`src/rtl/imm_encoder.sv`:
```
// RV32 immediate encoder: places an immediate into the I/S/B/J/U bit positions of a
// caller-supplied instruction template, flagging values the format cannot represent.
module imm_encoder #(
  parameter int ERRCNT_W = 16
) (
  input  logic                clk,
  input  logic                resetn,
  input  logic                in_valid,
  output logic                in_ready,
  input  logic [2:0]          in_immsrc,
  input  logic [31:0]         in_imm,
  input  logic [31:0]         in_tmpl,
  output logic                out_valid,
  input  logic                out_ready,
  output logic [31:0]         out_instr,
  output logic                out_err,
  output logic [ERRCNT_W-1:0] err_count,
  input  logic                err_clr
);

  // Format codes; must match the IMMSRC_* values used by the instruction injectors.
  localparam logic [2:0] IMMSRC_ITYPE = 3'd0;
  localparam logic [2:0] IMMSRC_STYPE = 3'd1;
  localparam logic [2:0] IMMSRC_BTYPE = 3'd2;
  localparam logic [2:0] IMMSRC_JTYPE = 3'd3;
  localparam logic [2:0] IMMSRC_UTYPE = 3'd4;

  logic                s1_valid_q;
  logic [2:0]          s1_immsrc_q;
  logic [31:0]         s1_imm_q;
  logic [31:0]         s1_tmpl_q;
  logic                s1_err_q;
  logic                s2_valid_q;
  logic [31:0]         s2_instr_q;
  logic                s2_err_q;
  logic [ERRCNT_W-1:0] err_count_q;

  logic        s1_load;
  logic        s2_load;
  logic        range_err_d;
  logic [31:0] enc_instr_d;
  logic        hi11_uniform;
  logic        hi12_uniform;
  logic        hi20_uniform;

  assign s2_load  = !s2_valid_q || out_ready;
  assign s1_load  = !s1_valid_q || s2_load;
  assign in_ready = s1_load;

  // An immediate fits when every bit above the field's sign bit copies that sign bit.
  assign hi11_uniform = (&in_imm[31:11]) || !(|in_imm[31:11]);
  assign hi12_uniform = (&in_imm[31:12]) || !(|in_imm[31:12]);
  assign hi20_uniform = (&in_imm[31:20]) || !(|in_imm[31:20]);

  always_comb begin
    range_err_d = 1'b1;
    case (in_immsrc)
      IMMSRC_ITYPE, IMMSRC_STYPE: range_err_d = !hi11_uniform;
      IMMSRC_BTYPE:               range_err_d = in_imm[0] || !hi12_uniform;
      IMMSRC_JTYPE:               range_err_d = in_imm[0] || !hi20_uniform;
      IMMSRC_UTYPE:               range_err_d = |in_imm[11:0];
      default:                    range_err_d = 1'b1;
    endcase
  end

  always_comb begin
    enc_instr_d = s1_tmpl_q;
    case (s1_immsrc_q)
      IMMSRC_ITYPE: enc_instr_d[31:20] = s1_imm_q[11:0];
      IMMSRC_STYPE: begin
        enc_instr_d[31:25] = s1_imm_q[11:5];
        enc_instr_d[11:7]  = s1_imm_q[4:0];
      end
      IMMSRC_BTYPE: begin
        enc_instr_d[31]    = s1_imm_q[12];
        enc_instr_d[30:25] = s1_imm_q[10:5];
        enc_instr_d[11:8]  = s1_imm_q[4:1];
        enc_instr_d[7]     = s1_imm_q[11];
      end
      IMMSRC_JTYPE: begin
        enc_instr_d[31]    = s1_imm_q[20];
        enc_instr_d[30:21] = s1_imm_q[10:1];
        enc_instr_d[20]    = s1_imm_q[11];
        enc_instr_d[19:12] = s1_imm_q[19:12];
      end
      IMMSRC_UTYPE: enc_instr_d[31:12] = s1_imm_q[31:12];
      default: ;
    endcase
  end

  always_ff @(posedge clk) begin
    if (!resetn) begin
      s1_valid_q  <= 1'b0;
      s1_immsrc_q <= '0;
      s1_imm_q    <= '0;
      s1_tmpl_q   <= '0;
      s1_err_q    <= 1'b0;
      s2_valid_q  <= 1'b0;
      s2_instr_q  <= '0;
      s2_err_q    <= 1'b0;
      err_count_q <= '0;
    end else begin
      if (s1_load) begin
        s1_valid_q <= in_valid;
        if (in_valid) begin
          s1_immsrc_q <= in_immsrc;
          s1_imm_q    <= in_imm;
          s1_tmpl_q   <= in_tmpl;
          s1_err_q    <= range_err_d;
        end
      end
      if (s2_load) begin
        s2_valid_q <= s1_valid_q;
        if (s1_valid_q) begin
          s2_instr_q <= enc_instr_d;
          s2_err_q   <= s1_err_q;
        end
      end
      // Clear wins over a simultaneous increment.
      if (err_clr) begin
        err_count_q <= '0;
      end else if (s2_valid_q && out_ready && s2_err_q && !(&err_count_q)) begin
        err_count_q <= err_count_q + ERRCNT_W'(1);
      end
    end
  end

  assign out_valid = s2_valid_q;
  assign out_instr = s2_instr_q;
  assign out_err   = s2_err_q;
  assign err_count = err_count_q;

endmodule

```
`config.mk`:
```
export PLATFORM = sky130hd
export DESIGN_NAME = imm_encoder
export DESIGN_NICKNAME = d
export VERILOG_FILES = /design/src/rtl/imm_encoder.sv
export SDC_FILE = /design/constraint.sdc
export NUM_CORES = 1
export LEC_CHECK = 0
export BUFFER_PORTS_ARGS = -buffer_cell sky130_fd_sc_hd__buf_2
export CAP_MARGIN = 0
export CELL_PAD_IN_SITES_DETAIL_PLACEMENT = 0
export CELL_PAD_IN_SITES_GLOBAL_PLACEMENT = 2
export CORE_MARGIN = 2
export CORE_UTILIZATION = 30
export DETAILED_ROUTE_END_ITERATION = 12
export PLACE_DENSITY = 0.79
export SYNTH_ARGS = -nofsm -noshare
export SYNTH_HDL_FRONTEND = slang
export SYNTH_SLANG_ARGS = --single-unit
```
`constraint.sdc`:
```
create_clock -name clk -period 2.05 [get_ports clk]
set_input_delay 0 -clock clk [delete_from_list [all_inputs] [get_ports clk]]
set_output_delay 0 -clock clk [all_outputs]
set_load 0.01 [all_outputs]
```
== Word-level counts from Yosys, hierarchy flattened ==
Index checks and enable logic that the tools add are counted.
W data, S select, Z words.

* Reduce and logical (&&, ||, !) cells: 35
* Multiplexer cells: 5
* Eq/ne operators: 8
* Bitwise gates (word level): 1
* Add/subtract/negate cells: 1

{| class="wikitable"
|+ Operators by type and width
! kind !! count
|-
| $pmux W7 S4 || 1
|-
| $reduce_or A12 Y1 || 2
|-
| $reduce_and A21 Y1 || 1
|-
| $reduce_or A21 Y1 || 1
|-
| $reduce_and A20 Y1 || 1
|-
| $reduce_or A20 Y1 || 1
|-
| $add A16 B1 Y16 const B || 1
|-
| $reduce_and A16 Y1 || 1
|-
| $pmux W5 S3 || 1
|-
| $eq A3 B2 Y1 const B || 4
|-
| $reduce_and A12 Y1 || 1
|-
| $pmux W5 S2 || 1
|-
| $logic_not A1 Y1 || 9
|-
| $mux W8 || 1
|-
| $reduce_or A2 Y1 || 4
|-
| $logic_or A1 B1 Y1 || 7
|-
| $eq A3 B1 Y1 const B || 2
|-
| $eq A3 B3 Y1 const B || 2
|-
| $logic_not A3 Y1 || 2
|-
| $pmux W1 S4 || 1
|-
| $reduce_and A2 Y1 || 2
|-
| $logic_and A1 B1 Y1 || 3
|-
| $not A1 Y1 || 1
|}

* Bits of input ports: 72
* Logic and storage cells: 59
* Bits in registers: 119

== Depth between registers and ports, before layout ==
* Depth in word-level cells: 6
* Depth in mapped cells: 7

== Least setup slack after synthesis ==
OpenSTA, ideal clock, no wires.

* Kind: reg2reg
* From: reg err_count_q[6], in the netlist err_count[6]
* To: reg err_count_q[7], in the netlist err_count[7]
* Path buffers: 1
* Clock period less this slack: 1.634 ns
* Path slack: 0.416 ns
* Stages on the path, launching flop included: 7
* Data arrival time: 1.506 ns
* Required time: 1.922 ns
* Cell sequence: dfxtp_1 nand4_2 or2_4 buf_6 o311ai_2 xor2_1 nor2_1

* Cells in the longest elaborated chain, start to end: 3
* Elaborated cells between the ends (all ways): 4

{| class="wikitable"
|+ Ends and longest elaborated chain
! item !! line !! text
|-
| from (decl) || 36 || <nowiki>logic [ERRCNT_W-1:0] err_count_q;</nowiki>
|-
| from (signal assigned) || 123 || <nowiki>err_count_q <= err_count_q + ERRCNT_W'(1);</nowiki>
|-
| parallel branches: the longest is 3 deep, another holds $add A16 B1 Y16 || - ||
|}

Several ways; the timed one is not identified.
A chain may end at the register's enable or synchronous reset.

== Worst setup path after layout ==
* From: reg s1_immsrc_q[1]
* To: reg s2_instr_q[18], in the netlist out_instr[18]

* Cells in the longest elaborated chain, start to end: 3
* Elaborated cells between the ends (all ways): 4

{| class="wikitable"
|+ Ends and longest elaborated chain
! item !! line !! text
|-
| from (decl) || 29 || <nowiki>logic [2:0] s1_immsrc_q;</nowiki>
|-
| from (signal assigned) || 106 || <nowiki>s1_immsrc_q <= in_immsrc;</nowiki>
|-
| $eq A3 B3 Y1 / $eq A3 B2 Y1 (equally long branches) || 68 || <nowiki>case (s1_immsrc_q)</nowiki>
|-
| $reduce_or A2 Y1 (no line) (*) || - ||
|-
| $mux W8 (*) || 68 ||
|-
| to (signal assigned) || 115 || <nowiki>s2_instr_q <= enc_instr_d;</nowiki>
|-
| to (decl) || 34 || <nowiki>logic [31:0] s2_instr_q;</nowiki>
|}

Mark *: on every way between the ends. The rest lies on a longest branch, timed or not.

==> flow_summary.json <==
{
  "status": "completed",
  "cts-root-buf": "clkbuf_16",
  "port-buffer-count": 122,
  "worstPathCellList": "nor2_2 -> nand2_1 -> o21ai_4 -> mux2i_1 -> a211oi_1",
  "seq_power_share_pct": 38.8,
  "nets": 874,
  "wl_met2_um": 6685,
  "combPwrFrac_pct": 9.6,
  "p_leak_nw": 2.868,
  "grt_max_degree": 69,
  "slowest_stage": "nor2_2",
  "hold_violations": 0,
  "fmax_ghz": 0.5645,
  "final_cell_mix": "nand2_1 (179), buf_2 (122), dfxtp_1 (119), a21oi_1 (92), dlygate4sd3_1 (70)",
  "relSlewSlack_pct": 59.00,
  "crit_family": "simple AND/OR/NAND/NOR gates",
  "place_area_um2": 5799,
  "wl_met3_um": 567,
  "cp_data_required_time_ps": 2340,
  "cp_max_fo": 15,
  "drc": 0,
  "fin_crit_sh_pct": 86.42,
  "post_drt_wl_per_cell_um": 14.21,
  "clockBufferDepth": 2,
  "n_fill_cell": 1712,
  "worstMarginPinSlew_ps": 615.1,
  "power_density_nw_per_um2": 902.0,
  "crit_path_max_incr_delay_ps": 490,
  "fin_skew_ps": 6.258,
  "routed_wl_um": 14690,
  "cp.arrival_ps": 2060,
  "fin_tns_setup_ps": 0,
  "rsz0062_at_grt": "no",
  "pin_count": 123,
  "core_um2": 16350,
  "synth_top_area_cell": "dfxtp_1",
  "vias": 4920,
  "crit_path_start_kind": "flop",
  "hold_class": "in2reg",
  "antenna_cells": 0,
  "dr.pass1.iters": 5,
  "clock_latency_ps": 410,
  "synth.area.top_cells": "dfxtp_1 (48%), nand2_1 (14%), a21oi_1 (9.4%)",
  "initial_core_util_pct": 30.36,
  "post-dp-hpwl_um": 10530,
  "yosys.cell_types.count": 53,
  "clk_pin_slew_worst_paths_ps": 60,
  "grt_pass1_wl_um": 24140,
  "grt_overflow": 0,
  "multi_input_area_um2": 2401,
  "slew_violations": 0,
  "vdd.ir_drop.worst_mv": 0.5291,
  "die_w_um": 132.6,
  "m1WireLength_um": 7217,
  "drt_iter0_drc": 228,
  "ys_ff_latch": 119,
  "grt_pass1_vias": 4747,
  "top_layer": "met4",
  "synth_area_um2": 4964,
  "stdcell_area_um2": 7162,
  "rows": 47,
  "cts_tree": "built",
  "ys_seq_area_share_pct": 48.00,
  "antenna_found_initial": 0,
  "yosys_warnings": 0,
  "crit_buf_inv": 0,
  "synthFlopType": "dfxtp_1",
  "cts-htree-levels": 4,
  "place_ws_ps": 270.4,
  "regArea_um2": 2382,
  "die_y_um": 132.6,
  "critical_path_class": "reg2reg",
  "p_sw_share_pct": 22.67,
  "p_switching_mw": 1.465,
  "synth_top_area_share_pct": 48.00,
  "synth_fp_nets": 693,
  "track_usage_pct": 17.30,
  "synth_edf_count": 0,
  "synthToLayoutAreaGrowth_pct": 44.29,
  "postRouteAntennaNets": 0,
  "cts_buffers": 17,
  "layout_commonest_cell": "nand2_1",
  "die_area_um2": 17590,
  "finalCriticalPeriod_ps": 1772,
  "finish.utilization_pct": 43.81,
  "layout_setup_ws_ps": 278.4,
  "maxCapViolations": 0,
  "post_cts_buffers": 0,
  "drive_above_1_share_pct": 21.87,
  "gp_congestion": 0.8347,
  "setup.worst_path.end_class": "flop",
  "setup_viol": 0,
  "p_clk_share_pct": 51.6,
  "cts_resized": 0,
  "synth_async_sr_flop_share_pct": 0,
  "synthCells": 620,
  "syn_avg_cell_area_um2": 8.006,
  "ctsHoldBuffers": 70,
  "viasPerCell": 4.758,
  "hold-worst-slack_ps": 269.8,
  "internal_power_mw": 4.995,
  "clkSinkCount": 119
}
## cells by family after synthesis
logic type	after synthesis	synth area share, %
AND/OR/NAND/NOR	277	23.80
AO/OA/AOI/OAI	155	19.81
flip-flops	119	48.00
buffers and inverters	46	3.907
multiplexers	14	2.823
XOR/XNOR	8	1.412
adder cells (fa/ha/maj)	1	0.2520
## worst min-delay path: cells and delay by family
kind	cells	cell delay, ps
AO/OA/AOI/OAI	1	70
AND/OR/NAND/NOR	1	480
buffers and inverters	1	70
## layout make-up
cell class	instances	area share (%)
Inverter	4	0.2096
Tap cell	220	3.843
Clock inverter	12	3.145
Sequential cell	119	33.26
Clock buffer	20	6.097
Multi-Input combinational cell	455	33.53
Timing Repair Buffer	204	19.92
## synthesized netlist by cell type, types with 2 or more instances
| master | count |
|---|---|
| and2_1 | 3 |
| o31ai_1 | 2 |
| buf_2 | 11 |
| nor3b_1 | 2 |
| a31oi_1 | 6 |
| nor2_1 | 45 |
| a211oi_1 | 12 |
| mux2i_1 | 14 |
| o2111ai_1 | 2 |
| or3_1 | 3 |
| a32oi_1 | 4 |
| nand2b_1 | 2 |
| nand2_1 | 180 |
| a22oi_1 | 2 |
| inv_1 | 3 |
| clkbuf_1 | 28 |
| o211ai_1 | 6 |
| dfxtp_1 | 119 |
| a311oi_1 | 7 |
| xor2_1 | 7 |
| nor4_1 | 5 |
| or4_1 | 4 |
| o21ai_0 | 9 |
| a21oi_1 | 93 |
| buf_1 | 2 |
| nand3_1 | 8 |
| nand4_1 | 6 |
| and3_1 | 7 |
| nor3_1 | 4 |
## final timing paths
| kind | startpoint | endpoint | slack, ps | cells after the start |
|---|---|---|---|---|
| worst min-delay path | err_clr | err_count[10] | 270 | 3 |
| worst max register to register | s1_immsrc_q[1] | out_instr[18] | 280 | 5 |
| worst max-delay path | s1_immsrc_q[1] | out_instr[18] | 280 | 5 |
| worst min register to register | out_instr[3] | out_instr[3] | 450 | 2 |
## layer usage
layer,vias to the layer above,GRT usage [%]
li1,2513,-
met1,2280,23.18
met2,109,27.06
met3,18,4.061
met4,0,6.571
met5,-,0
## state kept, by name, summed over array words and instances, names as in the netlist
signal       count
out_valid        1
out_err          1
s1_tmpl_q       32
s1_imm_q        32
s1_immsrc_q      3
out_instr       32
s1_valid_q       1
s1_err_q         1
err_count       16
## power groups by stage
stage	registers [mW]	clock network (mW)	logic, mW
after floorplan	2.54	0	0.298
after global placement	2.56	0	0.514
after detailed placement	2.56	0	0.522
after CTS	2.51	3.39	0.625
after global routing	2.52	3.50	0.694
final	2.51	3.33	0.619
## stage by stage
stage / instances / power (mW)
floorplan: 620 / 2.836
global placement: 932 / 3.069
detailed placement: 932 / 3.079
CTS: 1034 / 6.526
global route: 1034 / 6.713
finish: 1034 / 6.460
Note: power is estimated with default switching activity, not from simulation.
